<file path="src/rtl/mips_ctrl_pkg.sv">
// Shared encodings for the multi-cycle MIPS control unit: ALU function codes,
// opcode/funct values, FSM states and datapath mux select codes.
package mips_ctrl_pkg;

  localparam logic [5:0] ALU_ADD    = 6'b000000;
  localparam logic [5:0] ALU_SUB    = 6'b000001;
  localparam logic [5:0] ALU_AND    = 6'b011000;
  localparam logic [5:0] ALU_OR     = 6'b011110;
  localparam logic [5:0] ALU_XOR    = 6'b010110;
  localparam logic [5:0] ALU_NOR    = 6'b010001;
  localparam logic [5:0] ALU_PASS_A = 6'b011010;
  localparam logic [5:0] ALU_SLL    = 6'b100000;
  localparam logic [5:0] ALU_SRL    = 6'b100001;
  localparam logic [5:0] ALU_SRA    = 6'b100011;
  localparam logic [5:0] ALU_EQ     = 6'b110011;
  localparam logic [5:0] ALU_NEQ    = 6'b110001;
  localparam logic [5:0] ALU_LT     = 6'b110101;
  localparam logic [5:0] ALU_LEZ    = 6'b111101;
  localparam logic [5:0] ALU_LTZ    = 6'b111011;
  localparam logic [5:0] ALU_GTZ    = 6'b111111;

  localparam logic [5:0] OP_RTYPE  = 6'h00;
  localparam logic [5:0] OP_REGIMM = 6'h01;
  localparam logic [5:0] OP_J      = 6'h02;
  localparam logic [5:0] OP_JAL    = 6'h03;
  localparam logic [5:0] OP_BEQ    = 6'h04;
  localparam logic [5:0] OP_BNE    = 6'h05;
  localparam logic [5:0] OP_BLEZ   = 6'h06;
  localparam logic [5:0] OP_BGTZ   = 6'h07;
  localparam logic [5:0] OP_ADDI   = 6'h08;
  localparam logic [5:0] OP_ADDIU  = 6'h09;
  localparam logic [5:0] OP_SLTI   = 6'h0A;
  localparam logic [5:0] OP_SLTIU  = 6'h0B;
  localparam logic [5:0] OP_ANDI   = 6'h0C;
  localparam logic [5:0] OP_ORI    = 6'h0D;
  localparam logic [5:0] OP_XORI   = 6'h0E;
  localparam logic [5:0] OP_LUI    = 6'h0F;
  localparam logic [5:0] OP_LW     = 6'h23;
  localparam logic [5:0] OP_SW     = 6'h2B;

  localparam logic [5:0] FN_SLL  = 6'h00;
  localparam logic [5:0] FN_SRL  = 6'h02;
  localparam logic [5:0] FN_SRA  = 6'h03;
  localparam logic [5:0] FN_JR   = 6'h08;
  localparam logic [5:0] FN_JALR = 6'h09;
  localparam logic [5:0] FN_ADD  = 6'h20;
  localparam logic [5:0] FN_ADDU = 6'h21;
  localparam logic [5:0] FN_SUB  = 6'h22;
  localparam logic [5:0] FN_SUBU = 6'h23;
  localparam logic [5:0] FN_AND  = 6'h24;
  localparam logic [5:0] FN_OR   = 6'h25;
  localparam logic [5:0] FN_XOR  = 6'h26;
  localparam logic [5:0] FN_NOR  = 6'h27;
  localparam logic [5:0] FN_SLT  = 6'h2A;
  localparam logic [5:0] FN_SLTU = 6'h2B;

  typedef enum logic [2:0] {FETCH, DECODE, EXEC, MEM, WB, TRAP} state_t;

  localparam logic [2:0] PC_SRC_ALU    = 3'd0;
  localparam logic [2:0] PC_SRC_ALUOUT = 3'd1;
  localparam logic [2:0] PC_SRC_JUMP   = 3'd2;
  localparam logic [2:0] PC_SRC_RS     = 3'd3;

  localparam logic [1:0] REG_DST_RT  = 2'd0;
  localparam logic [1:0] REG_DST_RD  = 2'd1;
  localparam logic [1:0] REG_DST_R31 = 2'd2;
  localparam logic [1:0] REG_DST_R26 = 2'd3;

  localparam logic [1:0] M2R_ALUOUT = 2'd0;
  localparam logic [1:0] M2R_MDR    = 2'd1;
  localparam logic [1:0] M2R_PC     = 2'd2;

  localparam logic [1:0] SRC_A_PC    = 2'd0;
  localparam logic [1:0] SRC_A_RS    = 2'd1;
  localparam logic [1:0] SRC_A_SHAMT = 2'd2;
  localparam logic [1:0] SRC_A_C16   = 2'd3;

  localparam logic [1:0] SRC_B_RT     = 2'd0;
  localparam logic [1:0] SRC_B_C4     = 2'd1;
  localparam logic [1:0] SRC_B_IMM    = 2'd2;
  localparam logic [1:0] SRC_B_IMM_SH = 2'd3;

  function automatic logic is_shift_funct(input logic [5:0] fn);
    return (fn == FN_SLL) || (fn == FN_SRL) || (fn == FN_SRA);
  endfunction

endpackage

</file>
<file path="src/rtl/alu_fun_decode.sv">
// Combinational instruction decode to ALU function, signed mode, immediate
// extension and a legality flag for the multi-cycle control FSM.
module alu_fun_decode
  import mips_ctrl_pkg::*;
(
  input  logic [5:0] i_opcode,
  input  logic [5:0] i_funct,
  output logic [5:0] o_alu_fun,
  output logic       o_sign,
  output logic       o_ext_sign,
  output logic       o_valid
);

  always_comb begin
    o_alu_fun  = ALU_ADD;
    o_sign     = 1'b0;
    o_ext_sign = 1'b1;
    o_valid    = 1'b1;
    case (i_opcode)
      OP_RTYPE: begin
        case (i_funct)
          FN_SLL:  o_alu_fun = ALU_SLL;
          FN_SRL:  o_alu_fun = ALU_SRL;
          FN_SRA:  o_alu_fun = ALU_SRA;
          FN_JR, FN_JALR, FN_ADDU: o_alu_fun = ALU_ADD;
          FN_ADD:  begin o_alu_fun = ALU_ADD; o_sign = 1'b1; end
          FN_SUB:  begin o_alu_fun = ALU_SUB; o_sign = 1'b1; end
          FN_SUBU: o_alu_fun = ALU_SUB;
          FN_AND:  o_alu_fun = ALU_AND;
          FN_OR:   o_alu_fun = ALU_OR;
          FN_XOR:  o_alu_fun = ALU_XOR;
          FN_NOR:  o_alu_fun = ALU_NOR;
          FN_SLT:  begin o_alu_fun = ALU_LT; o_sign = 1'b1; end
          FN_SLTU: o_alu_fun = ALU_LT;
          default: o_valid = 1'b0;
        endcase
      end
      // REGIMM is decoded as bltz; rt is not inspected here
      OP_REGIMM: begin o_alu_fun = ALU_LTZ; o_sign = 1'b1; end
      OP_J, OP_JAL, OP_ADDIU, OP_LW, OP_SW: o_alu_fun = ALU_ADD;
      OP_BEQ:   begin o_alu_fun = ALU_EQ;  o_sign = 1'b1; end
      OP_BNE:   begin o_alu_fun = ALU_NEQ; o_sign = 1'b1; end
      OP_BLEZ:  begin o_alu_fun = ALU_LEZ; o_sign = 1'b1; end
      OP_BGTZ:  begin o_alu_fun = ALU_GTZ; o_sign = 1'b1; end
      OP_ADDI:  begin o_alu_fun = ALU_ADD; o_sign = 1'b1; end
      OP_SLTI:  begin o_alu_fun = ALU_LT;  o_sign = 1'b1; end
      OP_SLTIU: o_alu_fun = ALU_LT;
      OP_ANDI:  begin o_alu_fun = ALU_AND; o_ext_sign = 1'b0; end
      OP_ORI:   begin o_alu_fun = ALU_OR;  o_ext_sign = 1'b0; end
      OP_XORI:  begin o_alu_fun = ALU_XOR; o_ext_sign = 1'b0; end
      OP_LUI:   begin o_alu_fun = ALU_SLL; o_ext_sign = 1'b0; end
      default:  o_valid = 1'b0;
    endcase
  end

endmodule

</file>
<file path="src/rtl/mc_ctrl_fsm.sv">
// Multi-cycle MIPS control FSM driving the ALU and datapath enables.
// Optional macro UNDEF_TRAP_EN adds a TRAP state for undefined instructions.
//
// state  | meaning
// FETCH  | read instruction, PC <= PC+4 when memory ready
// DECODE | compute branch target into ALUOut, resolve jumps
// EXEC   | ALU operation, address calculation or branch compare
// MEM    | data memory access, held until memory ready
// WB     | register file write-back
// TRAP   | undefined instruction: save PC+4 in r26, jump to vector
module mc_ctrl_fsm
  import mips_ctrl_pkg::*;
#(
  parameter logic [2:0] EXC_VECTOR_SEL = 3'd4
) (
  input  logic        clk,
  input  logic        reset,
  input  logic [31:0] instr,
  input  logic        alu_flag,
  input  logic        mem_ready,
  output logic        pc_write,
  output logic [2:0]  pc_src,
  output logic        ir_write,
  output logic        mem_read,
  output logic        mem_write,
  output logic        i_or_d,
  output logic        reg_write,
  output logic [1:0]  reg_dst,
  output logic [1:0]  mem_to_reg,
  output logic [1:0]  alu_src_a,
  output logic [1:0]  alu_src_b,
  output logic        ext_sign,
  output logic [5:0]  alu_fun,
  output logic        sign,
  output logic        exc_flag
);

  state_t r_state;

  logic [5:0] w_opcode, w_funct, w_alu_fun;
  logic       w_sign, w_ext_sign, w_valid;
  logic       w_is_rtype, w_is_shift, w_is_j, w_is_jal, w_is_jr, w_is_jalr;
  logic       w_is_jump, w_is_branch, w_is_lw, w_is_sw, w_is_lui;
  logic       w_unused;

  assign w_opcode    = instr[31:26];
  assign w_funct     = instr[5:0];
  assign w_is_rtype  = (w_opcode == OP_RTYPE);
  assign w_is_shift  = w_is_rtype && is_shift_funct(w_funct);
  assign w_is_j      = (w_opcode == OP_J);
  assign w_is_jal    = (w_opcode == OP_JAL);
  assign w_is_jr     = w_is_rtype && (w_funct == FN_JR);
  assign w_is_jalr   = w_is_rtype && (w_funct == FN_JALR);
  assign w_is_jump   = w_is_j || w_is_jal || w_is_jr || w_is_jalr;
  assign w_is_branch = (w_opcode == OP_BEQ) || (w_opcode == OP_BNE) ||
                       (w_opcode == OP_BLEZ) || (w_opcode == OP_BGTZ) ||
                       (w_opcode == OP_REGIMM);
  assign w_is_lw     = (w_opcode == OP_LW);
  assign w_is_sw     = (w_opcode == OP_SW);
  assign w_is_lui    = (w_opcode == OP_LUI);

`ifdef UNDEF_TRAP_EN
  assign w_unused = ^instr[25:6];
`else
  assign w_unused = ^{instr[25:6], EXC_VECTOR_SEL};
`endif

  alu_fun_decode u_alu_fun_decode (
    .i_opcode   (w_opcode),
    .i_funct    (w_funct),
    .o_alu_fun  (w_alu_fun),
    .o_sign     (w_sign),
    .o_ext_sign (w_ext_sign),
    .o_valid    (w_valid)
  );

  always_ff @(posedge clk or posedge reset) begin
    if (reset) begin
      r_state <= FETCH;
    end else begin
      case (r_state)
        FETCH:  if (mem_ready) r_state <= DECODE;
        DECODE: begin
          if (!w_valid) begin
`ifdef UNDEF_TRAP_EN
            r_state <= TRAP;
`else
            r_state <= FETCH;
`endif
          end else if (w_is_jump) begin
            r_state <= FETCH;
          end else begin
            r_state <= EXEC;
          end
        end
        EXEC: begin
          if (w_is_branch)            r_state <= FETCH;
          else if (w_is_lw || w_is_sw) r_state <= MEM;
          else                         r_state <= WB;
        end
        MEM:     if (mem_ready) r_state <= w_is_lw ? WB : FETCH;
        WB:      r_state <= FETCH;
        default: r_state <= FETCH;
      endcase
    end
  end

  always_comb begin
    pc_write   = 1'b0;
    pc_src     = PC_SRC_ALU;
    ir_write   = 1'b0;
    mem_read   = 1'b0;
    mem_write  = 1'b0;
    i_or_d     = 1'b0;
    reg_write  = 1'b0;
    reg_dst    = REG_DST_RT;
    mem_to_reg = M2R_ALUOUT;
    alu_src_a  = SRC_A_PC;
    alu_src_b  = SRC_B_C4;
    ext_sign   = 1'b1;
    alu_fun    = ALU_ADD;
    sign       = 1'b0;
    exc_flag   = 1'b0;
    case (r_state)
      FETCH: begin
        mem_read = 1'b1;
        if (mem_ready) begin
          ir_write = 1'b1;
          pc_write = 1'b1;
        end
      end
      DECODE: begin
        alu_src_b = SRC_B_IMM_SH;
        if (w_valid) begin
          if (w_is_j || w_is_jal) begin
            pc_write = 1'b1;
            pc_src   = PC_SRC_JUMP;
          end
          if (w_is_jr || w_is_jalr) begin
            pc_write = 1'b1;
            pc_src   = PC_SRC_RS;
          end
          if (w_is_jal || w_is_jalr) begin
            reg_write  = 1'b1;
            reg_dst    = w_is_jal ? REG_DST_R31 : REG_DST_RD;
            mem_to_reg = M2R_PC;
          end
        end
      end
      EXEC: begin
        alu_fun   = w_alu_fun;
        sign      = w_sign;
        ext_sign  = w_ext_sign;
        alu_src_a = w_is_shift ? SRC_A_SHAMT : (w_is_lui ? SRC_A_C16 : SRC_A_RS);
        alu_src_b = (w_is_rtype || w_is_branch) ? SRC_B_RT : SRC_B_IMM;
        if (w_is_branch && alu_flag) begin
          pc_write = 1'b1;
          pc_src   = PC_SRC_ALUOUT;
        end
      end
      MEM: begin
        i_or_d    = 1'b1;
        mem_read  = w_is_lw;
        mem_write = w_is_sw;
      end
      WB: begin
        reg_write  = 1'b1;
        reg_dst    = w_is_rtype ? REG_DST_RD : REG_DST_RT;
        mem_to_reg = w_is_lw ? M2R_MDR : M2R_ALUOUT;
      end
`ifdef UNDEF_TRAP_EN
      TRAP: begin
        exc_flag   = 1'b1;
        reg_write  = 1'b1;
        reg_dst    = REG_DST_R26;
        mem_to_reg = M2R_PC;
        pc_write   = 1'b1;
        pc_src     = EXC_VECTOR_SEL;
      end
`endif
      default: ;
    endcase
    // the state register already sits in FETCH; suppress its read request too
    if (reset) begin
      pc_write  = 1'b0;
      ir_write  = 1'b0;
      mem_read  = 1'b0;
      mem_write = 1'b0;
      reg_write = 1'b0;
      exc_flag  = 1'b0;
      alu_fun   = ALU_ADD;
      sign      = 1'b0;
    end
  end

endmodule
</file>
<file path="config.mk">
export PLATFORM = sky130hd
export DESIGN_NAME = mc_ctrl_fsm
export DESIGN_NICKNAME = d
export VERILOG_FILES = /design/src/rtl/mips_ctrl_pkg.sv /design/src/rtl/alu_fun_decode.sv /design/src/rtl/mc_ctrl_fsm.sv
export SDC_FILE = /design/constraint.sdc
export NUM_CORES = 1
export LEC_CHECK = 0
export CAP_MARGIN = 20
export CORE_MARGIN = 5
export CORE_UTILIZATION = 37
export CTS_CLUSTER_SIZE = 16
export DETAILED_ROUTE_END_ITERATION = 8
export PLACE_DENSITY = 0.86
export SETUP_SLACK_MARGIN = 0.4
export SLEW_MARGIN = 10
export SYNTH_ARGS = -nofsm -noshare
export SYNTH_HDL_FRONTEND = slang
export SYNTH_SLANG_ARGS = --single-unit
</file>
<file path="constraint.sdc">
create_clock -name clk -period 2.7 [get_ports clk]
set_clock_uncertainty 0.05 [all_clocks]
set_input_delay 0.405 -clock clk [delete_from_list [all_inputs] [get_ports clk]]
set_output_delay 0.405 -clock clk [all_outputs]
set_load 0.01 [all_outputs]
</file>
==> results.txt, run 1 <==
Status: finished clean
Max reg flops: 3
DRT iter0 DRCs: 293
Final Instance Count excl. Fillers: 286
DR pass1 iterations: 5
HP Class: in2async
LEAKAGE: 0.979 nW
Biggest regs: r_state: 3 flops
Max FO, Critical Path: 3
Post-synthesis cell type count: 51
Clock transition at path regs: 0.05 ns
GRT overflow: 0
Flops & latches, synth: 3
Worst VDD drop: 0.000199 V
Sw power: 0.000224 W
CP startpoint kind: flop
# rows: 18
Crit. Startpoint: r_state[0]$_DFFE_PP0P_
# diodes: 0
Die W: 61.2 um
Grt met1 use: 33.3%
Reg2reg start: r_state[0]$_DFFE_PP0P_
Synthesis-to-layout area growth: 118%
Reg2Reg Setup Slack: 0.70 ns
Async set or reset register ratio after synthesis: 100%
Final-layout fill cell count: 125
Mapped Area: 968 um^2
Switch share: 45.0%
Design area: 0.00211 mm^2
Clock power share: 18.9%
Yosys warnings: 0
Via-per-instance ratio: 6.67
Max-Cap Viols: 0
Post-DP HPWL: 2.98 mm
Drc violations: 0
Post-route ant nets: 0
M3 GR Usage: 3.77%
Core Region: 0.00250 mm^2
Clock period minus worst slack: 2.69 ns
CTS Hold Bufs: 0
FF+latch area: 75.1 um^2
Total wire length: 6.59 mm
Layout cells sized above 1: 59.0%
Global-route wire length before repair: 8.05 mm
Largest net degree at the start of global routing: 16
Max Clk Rate: 0.371 GHz
Wirelength per Cell: 23.0 um
Via count: 1909
CTS Buf Count: 3
Final slew viol count: 0
Synth Area per Inst: 6.29 um^2
CTS root buf: clkbuf_4
Clk buf depth: 2
Gr busiest metal: met2
Register-to-Register Path Depth: 7
Seq pwr share: 11.4%
Layout Utilization: 84.5%
DP Area: 0.00170 mm^2
Gate power share: 69.8%
IO Pins: 62
Post-synth top flop: dfrtp_1
Die Span Y: 61.2 um
Crit path arrival time: 2.24 ns
Yosys top cell area share: 7.75%
Worst reg2reg path endpoint: r_state[1]$_DFFE_PP0P_
Initial Util: 38.7%
Setup Crit Path Kind: reg2out
EDFF count, synth: 0
Grt met2 use: 50.6%
Largest reg by FF count: r_state
Nets: 293
Die ar.: 0.00374 mm^2
Req. time, crit path: 2.25 ns
Initial antenna violation count: 0
Critical Path End: reg_write
Clk_lat worst skew: 0.25 ns
Final Wtd Congestion: 0.927
Multi-input logic area: 0.00103 mm^2
Top cells by area, synth: dfrtp_1, nor2_1, a21oi_1
PortBufs: 39
Power Dens Cells: 235 mW/mm^2
H-tree levels: 1
Number of global-route vias before repair: 1697
Internal Power: 0.000273 W
Final setup fails: 0
Post-synth top area cell: dfrtp_1
Syn Inst Count: 154
Gr usage total: 28.7%
Crit share post-route: 99.8%
CTS tree: yes
CTS Sinks: 3
DP Cell Count: 259
Final hold vios: 0
Unrepaired setup endpoints after global routing: yes
Critical Path Sink Type: output pin
Register area share after synthesis: 7.75%
==> power by group through the flow <==
stage	sequential, W	clock, W	combinational (W)
finish	0.0000565	0.0000938	0.000347
CTS	0.0000538	0.0000832	0.000273
global placement	0.0000534	0	0.000239
floorplan	0.0000566	0	0.000119
global route	0.0000565	0.0000960	0.000360
detailed placement	0.0000540	0	0.000244
==> worst min-delay path by stage <==
stage                      startpoint                endpoint  slack, ns  depth (start not counted)
5_1_grt                         reset  r_state[1]$_DFFE_PP0P_       0.42                          2
3_3_place_gp   r_state[2]$_DFFE_PP0P_  r_state[2]$_DFFE_PP0P_       0.51                          2
4_1_cts                         reset  r_state[2]$_DFFE_PP0P_       0.35                          2
3_5_place_dp   r_state[2]$_DFFE_PP0P_  r_state[2]$_DFFE_PP0P_       0.52                          2
2_1_floorplan                   reset  r_state[0]$_DFFE_PP0P_       0.12                          1
6_report                        reset  r_state[1]$_DFFE_PP0P_       0.41                          2
==> area by class of cell <==
class                           count  share of cell area, %
Inverter                            8                   1.42
Sequential cell                     3                   3.55
Multi-Input combinational cell    131                   48.9
Tap cell                           30                   1.78
Clock buffer                        4                   1.24
Timing Repair Buffer              110                   43.1
==> synthesized netlist by cell type (all sizes together) (2+ instances only) <==
cell     instances
a22oi            2
and3             2
a21oi           13
nand2           13
buf              4
o31a             2
o2bb2ai          2
nand2b           9
clkbuf           9
a31oi            3
or3b             3
a211oi           3
dfrtp            3
inv              8
o21a             2
o21ai            7
a22o             2
or3              5
o22ai            2
or4              3
nor2            19
nand3            5
a32oi            3
nor3             6
o21bai           3
nor2b            2
or2              3
==> per-layer routing <==
metal	routed length [um]	part of all wire [%]
met5	0	0
met4	499	7.6
met3	621	9.4
met2	3060	46
met1	2400	36
==> cell usage in the layout (no fill, tap or decap), drive strengths merged, types with 5 or more instances in the layout <==
cell / netlist / layout
a21oi: 13 / 13
nand2: 13 / 13
nand2b: 9 / 9
buf: 4 / 94
clkdlybuf4s15: 0 / 5
nor2: 19 / 19
inv: 8 / 8
or3: 5 / 5
nor3: 6 / 6
clkbuf: 9 / 9
o21ai: 7 / 7
nand3: 5 / 5
==> timing repair <==
item | CTS | global route
setup endpoints to repair | 22 | 24
pin swaps | 23 | 18
cloned | 0 | 0
endpoints found under the hold margin | 0 | 0
setup buffers | 14 | 9
resized for setup | 146 | 55
==> through the flow <==
step	TNS, ns	hold WS [ns]	setup WS (ns)	total power [W]
after floorplan	0	0.117	0.402	0.000176
after global placement	-6.21	0.509	-0.493	0.000293
after detailed placement	-6.94	0.524	-0.562	0.000298
after CTS	0	0.351	0.0445	0.000410
after global routing	-0.0298	0.417	-0.0188	0.000513
final	0	0.406	0.00649	0.000497
==> worst max-delay path: stages, from the launching register on <==
cell	delay, ns
dfrtp_1	0.41
or3b_4	0.43
a211oi_2	0.19
a32oi_2	0.11
buf_4	0.17
or3_4	0.39
a21oi_2	0.13
buf_2	0.15
==> cell families (layout without fill, tap and decap cells) <==
kind of cell / Yosys count / after routing / share of synthesized area (%)
other cells: 1 / 2 / 0.387
compound gates: 51 / 51 / 38.1
xor+xnor: 2 / 2 / 1.81
buf+inv: 21 / 122 / 9.82
flops: 3 / 3 / 7.75
simple gates: 76 / 76 / 42.1
Power figures use the tool's default switching activity.
==> run 2: changes to the inputs <==
- CORE_UTILIZATION: 37 -> 38
- CTS_BUF_LIST: default -> sky130_fd_sc_hd__clkbuf_16
- SYNTH_HIERARCHICAL: default -> 1
==> run 2 against run 1 <==
  * The run now ends with negative setup slack left
  * Worst hold slack better by 0.12 ns
  * Via count fell by 17%
  * Critical endpoint unchanged
  * Register-to-register slack better by 0.53 ns
  * Die area increased by 2.7%
  * Sequential power increased by 17%
  * Critical path type is now in2out
  * First-iteration DRC count fell by 54%
  * Total power increased by 11%
  * Non-clock buffer count is 32 lower
  * Sequential share of layout area grew 0.56 points
==> results.txt, run 2 <==
Post-route ant nets: 0
Global-route wire length before repair: 6.62 mm
DP Area: 0.00164 mm^2
Clock transition at path regs: 0.03 ns
Die ar.: 0.00384 mm^2
LEAKAGE: 0.839 nW
Slowest-stage cell, CP: or4_4
Worst Hold Launch: r_state[1]$_DFFE_PP0P_
Core Region: 0.00252 mm^2
Register-to-Register Path Depth: 5
Final hold vios: 0
CTS Buf Count: 3
HP Class: reg2reg
Setup TNS: -1.40 ns
Failing checks: negative setup slack
DP Cell Count: 249
Worst VDD drop: 0.000537 V
Max FO, Critical Path: 3
Max-Cap Viols: 0
Yosys top cell area share: 7.31%
Status: finished with violations
Most Frequent Cell on Critical Path: buf_6
CTS tree: yes
Synth Area per Inst: 6.38 um^2
Commonest non-fill, non-tap cell in the layout: buf_4
Gr usage total: 22.8%
CTS root buf: clkbuf_16
Max reg flops: 3
Crit share post-route: 111%
Clk buf depth: 2
Critical Path Sink Type: output pin
Via-per-instance ratio: 5.97
Slowest stage delay, CP: 0.43 ns
Setup WS post-layout: -0.290 ns
CTS Hold Bufs: 0
Die W: 62.0 um
Die Span Y: 62.0 um
Unrepaired setup endpoints after global routing: yes
Layout cells sized above 1: 42.7%
Most frequent cells in the layout: buf_4, nand2_1, nor2_1
Final Wtd Congestion: 0.860
Critical path cell sequence: buf_6, or3_4, or4_4, a221o_1, o32ai_2, and4bb_2, buf_6, buf_6, nand3_2, o22ai_2, buf_2
Largest reg by FF count: r_state
Synthesis-to-layout area growth: 83.7%
Biggest regs: r_state: 3 flops
Clock period minus worst slack: 2.99 ns
Register area share after synthesis: 7.31%
Reg2reg start: r_state[0]$_DFFE_PP0P_
Wirelength per Cell: 16.6 um
Hold depth: 1
IO Pins: 62
Post-synthesis cell type count: 52
Post-synth top area cell: dfrtp_1
# rows: 18
Layout Utilization: 74.8%
Nets: 271
Top cells by area, synth: dfrtp_1, a21oi_1, nand2_1
Setup Crit Path Kind: in2out
PortBufs: 39
Crit path arrival time: 2.54 ns
Post-synth top flop: dfrtp_1
Total wire length: 4.39 mm
Post-DP HPWL: 2.78 mm
Final setup fails: 8
Async set or reset register ratio after synthesis: 100%
DR pass1 iterations: 6
GRT overflow: 0
CP startpoint kind: input pin
Flops & latches, synth: 3
Syn Inst Count: 161
Initial antenna violation count: 0
Req. time, crit path: 2.25 ns
Endpoint of the worst hold path: r_state[0]$_DFFE_PP0P_
Max Clk Rate: 0.334 GHz
CTS Sinks: 3
Reg2Reg Setup Slack: 1.23 ns
Drc violations: 0
Clk_lat worst skew: 0.22 ns
Final-layout fill cell count: 180
Initial Util: 40.7%
Mapped Area: 0.00103 mm^2
Number of global-route vias before repair: 1377
Design area: 0.00189 mm^2
Via count: 1575
DRT iter0 DRCs: 134
Dpl ws: -0.996 ns
# diodes: 0
Post-synth top cells: nand2_1, nor2_1, a21oi_1, nand2b_1
Final slew viol count: 0
H-tree levels: 1
Yosys warnings: 6
Power Dens Cells: 292 mW/mm^2
Worst reg2reg path endpoint: r_state[1]$_DFFE_PP0P_
EDFF count, synth: 0
Final Instance Count excl. Fillers: 264
Largest net degree at the start of global routing: 19
[run 2: changes by cell type after synthesis, moves of 3 or more]
cell / delta
or3_1: -5
nor2b_1: +4
nand2_1: +3
o31ai_1: +3
and2_1: +7
o21bai_1: -3
clkbuf_1: -3
nor2_1: -3
[run 2: what timing repair did]
action                                  CTS  global route
gates cloned                              0             0
gates resized for setup                 105            20
endpoints found under the setup margin   22            21
pin swaps                                13             8
setup buffers                             8             3
[run 2: worst max-delay path by stage]
stage                         start         to  slack (ns)  depth (start not counted)
after global routing      instr[29]  reg_write       -0.36                         11
after global placement    instr[27]   pc_write       -0.93                         10
final                     instr[29]  reg_write       -0.29                         11
after CTS                 instr[28]  reg_write       -0.29                         11
after floorplan           instr[27]   pc_write       0.009                          8
after detailed placement  instr[27]   pc_write        -1.0                         10
[run 2: metal layers]
layer / track usage, % / routed length (um)
met1: 31.6 / 1830
met2: 38.0 / 2110
met3: 2.48 / 436
met5: 0 / 0
met4: 4.24 / 18
[run 2: area by class of cell]
cell class | instances | area (um^2) | share of cell area (%)
multi-input combinational | 142 | 1020 | 54.0
timing repair buffer | 78 | 647 | 34.3
sequential | 3 | 77.6 | 4.11
clock buffer | 3 | 75.1 | 3.98
tap | 30 | 37.5 | 1.99
inverter | 7 | 26.3 | 1.39
clock inverter | 1 | 3.75 | 0.199
[run 2: logic make-up (layout without fill, tap and decap cells)]
group,after synthesis,count (layout),share of synthesized area (%)
and+or+nand+nor,92,92,53.5
AOI/OAI and AO/OA,46,46,29.7
buffers and inverters,17,89,7.43
DFF,3,3,7.31
xor gates and xnor gates,2,2,1.71
other,1,2,0.365
[run 2: critical path, delay by kind of cell]
| kind | cells | cell delay, ns |
|---|---|---|
| buffers and inverters | 4 | 0.45 |
| AND/OR/NAND/NOR | 4 | 1.20 |
| AO/OA/AOI/OAI | 3 | 0.48 |
[run 2: where the power goes]
group          total [W]  switching, W  leakage (nW)  internal, W
Clock           0.000231     0.0000403        0.0423     0.000191
Combinational   0.000253      0.000131         0.760     0.000122
Sequential     0.0000663     0.0000151        0.0364    0.0000512
[run 2: stage by stage]
stage	total power, W	hold WS (ns)
finish	0.000551	0.525
global route	0.000579	0.569
global placement	0.000281	0.552
CTS	0.000534	0.580
detailed placement	0.000286	0.572
floorplan	0.000174	0.117
==> run 3: changes to the inputs <==
- CTS_CLUSTER_DIAMETER: default -> 120
- TNS_END_PERCENT: default -> 1
==> run 3 against run 2 <==
  * The flow still finishes with violations (negative setup slack)
  * Critical endpoint is now reg_dst[0]
  * Largest power group unchanged
  * Wire length decreased by 10%
  * Sequential share of layout area increased by 0.070 points
  * Count of clock-buffer cells in the layout unchanged
  * Via count decreased by 6.7%
==> results.txt, run 3 (synthesis gave the netlist of run 2 again) <==
Largest reg by FF count: r_state
Biggest regs: r_state: 3 flops
Crit path arrival time: 2.42 ns
IO Pins: 62
Die Span Y: 62.0 um
H-tree levels: 1
Final slew viol count: 0
Clk buf depth: 2
Post-DP HPWL: 2.65 mm
Grt met2 use: 29.1%
Worst reg2reg path endpoint: r_state[1]$_DFFE_PP0P_
DRT iter0 DRCs: 122
CTS tree: yes
Unrepaired setup endpoints after global routing: yes
HP Class: in2async
Crit. Startpoint: instr[29]
Reg2reg start: r_state[0]$_DFFE_PP0P_
Synthesis-to-layout area growth: 74.8%
GRT overflow: 0
Initial antenna violation count: 0
Commonest non-fill, non-tap cell in the layout: buf_4
Critical Path Sink Type: output pin
CP startpoint kind: input pin
Final hold vios: 0
Core Region: 0.00252 mm^2
Die W: 62.0 um
Nets: 265
Max-Cap Viols: 0
Worst VDD drop: 0.000550 V
Largest net degree at the start of global routing: 19
Max reg flops: 3
Via count: 1470
Grt met1 use: 27.8%
Crit share post-route: 107%
CTS Buf Count: 3
M3 GR Usage: 3.10%
Most Frequent Cell on Critical Path: buf_6
Final setup fails: 7
Via-per-instance ratio: 5.70
DP Area: 0.00162 mm^2
Status: finished with violations
# rows: 18
Power Dens Cells: 299 mW/mm^2
Critical Path End: reg_dst[0]
PortBufs: 39
Failing checks: negative setup slack
CTS Sinks: 3
Gr busiest metal: met2
Setup Crit Path Kind: in2out
Reg2Reg Setup Slack: 1.29 ns
Number of global-route vias before repair: 1245
Slowest stage delay, CP: 0.43 ns
Post-route ant nets: 0
Global-route wire length before repair: 5.70 mm
Die ar.: 0.00384 mm^2
CTS Hold Bufs: 0
Wirelength per Cell: 15.3 um
Drc violations: 0
# diodes: 0
DR pass1 iterations: 4
Design area: 0.00180 mm^2
CTS root buf: clkbuf_16
Register-to-Register Path Depth: 4
Slowest-stage cell, CP: or4_4
Clock transition at path regs: 0.03 ns
Final Wtd Congestion: 0.852
Total wire length: 3.94 mm
Layout cells sized above 1: 37.7%
Max FO, Critical Path: 3
Most frequent cells in the layout: buf_4, nand2_1, nor2_1, a21oi_1, buf_2
Critical path cell sequence: buf_6, or3_4, or4_4, a221o_1, o32ai_1, and4bb_2, buf_6, nand3_2, a21oi_2, buf_2
Gr usage total: 19.1%
LEAKAGE: 0.910 nW
Req. time, crit path: 2.25 ns
Initial Util: 40.7%
Layout Utilization: 71.2%
Clk_lat worst skew: 0.22 ns
Setup WS post-layout: -0.179 ns
Max Clk Rate: 0.347 GHz
Clock period minus worst slack: 2.88 ns
-- run 3: layer usage --
| metal | part of all wire, % | vias up |
|---|---|---|
| met5 | 0 | - |
| met4 | 0.25 | 0 |
| met3 | 7.8 | 2 |
| met2 | 49 | 68 |
| met1 | 43 | 679 |
| li1 | - | 721 |
-- run 3: timing repair --
item / 4_1_cts / 5_1_grt
pin swaps: 7 / 6
gates resized for setup: 62 / 48
buffers inserted: 5 / 0
endpoints found under the hold margin: 0 / 0
endpoints found under the setup margin: 22 / 23
gates cloned: 0 / 0
-- run 3: power breakdown --
| part | internal (W) | total [W] | switching (W) |
|---|---|---|---|
| registers | 0.0000506 | 0.0000654 | 0.0000148 |
| clock network | 0.000191 | 0.000232 | 0.0000410 |
| logic | 0.000117 | 0.000239 | 0.000121 |
| total | 0.000359 | 0.000536 | 0.000177 |
-- run 3: worst max-delay path: cells and delay by family --
kind	cells	cell delay, ns
buffers and inverters	3	0.35
AND/OR/NAND/NOR	4	1.18
AO/OA/AOI/OAI	3	0.50
-- run 3: layout make-up --
type,count,area (um^2)
flip-flops and latches,3,75.1
well taps,30,37.5
repair buffers,72,594
fillers,200,727
clock buffers,3,75.1
multi-input cells,142,983
clock inverters,1,3.75
inverters,7,26.3
-- run 3: how the worst min path moves through the flow --
stage / cells after the start / slack [ns] / startpoint / to
finish: 2 / 0.58 / reset / r_state[0]$_DFFE_PP0P_
global route: 2 / 0.62 / reset / r_state[0]$_DFFE_PP0P_
CTS: 2 / 0.57 / reset / r_state[0]$_DFFE_PP0P_
detailed placement: 1 / 0.58 / r_state[1]$_DFFE_PP0P_ / r_state[0]$_DFFE_PP0P_
global placement: 1 / 0.55 / r_state[1]$_DFFE_PP0P_ / r_state[0]$_DFFE_PP0P_
floorplan: 1 / 0.12 / reset / r_state[0]$_DFFE_PP0P_
-- run 3: through the flow --
stage / TNS (ns) / worst slack [ns] / hold slack [ns] / std cells / total power [W]
floorplan: -0.000363 / -0.000363 / 0.117 / 162 / 0.000172
global placement: -7.93 / -0.929 / 0.551 / 249 / 0.000279
detailed placement: -8.12 / -0.925 / 0.576 / 249 / 0.000283
CTS: -1.21 / -0.224 / 0.574 / 258 / 0.000523
global route: -1.24 / -0.258 / 0.619 / 258 / 0.000562
finish: -0.754 / -0.179 / 0.584 / 258 / 0.000536
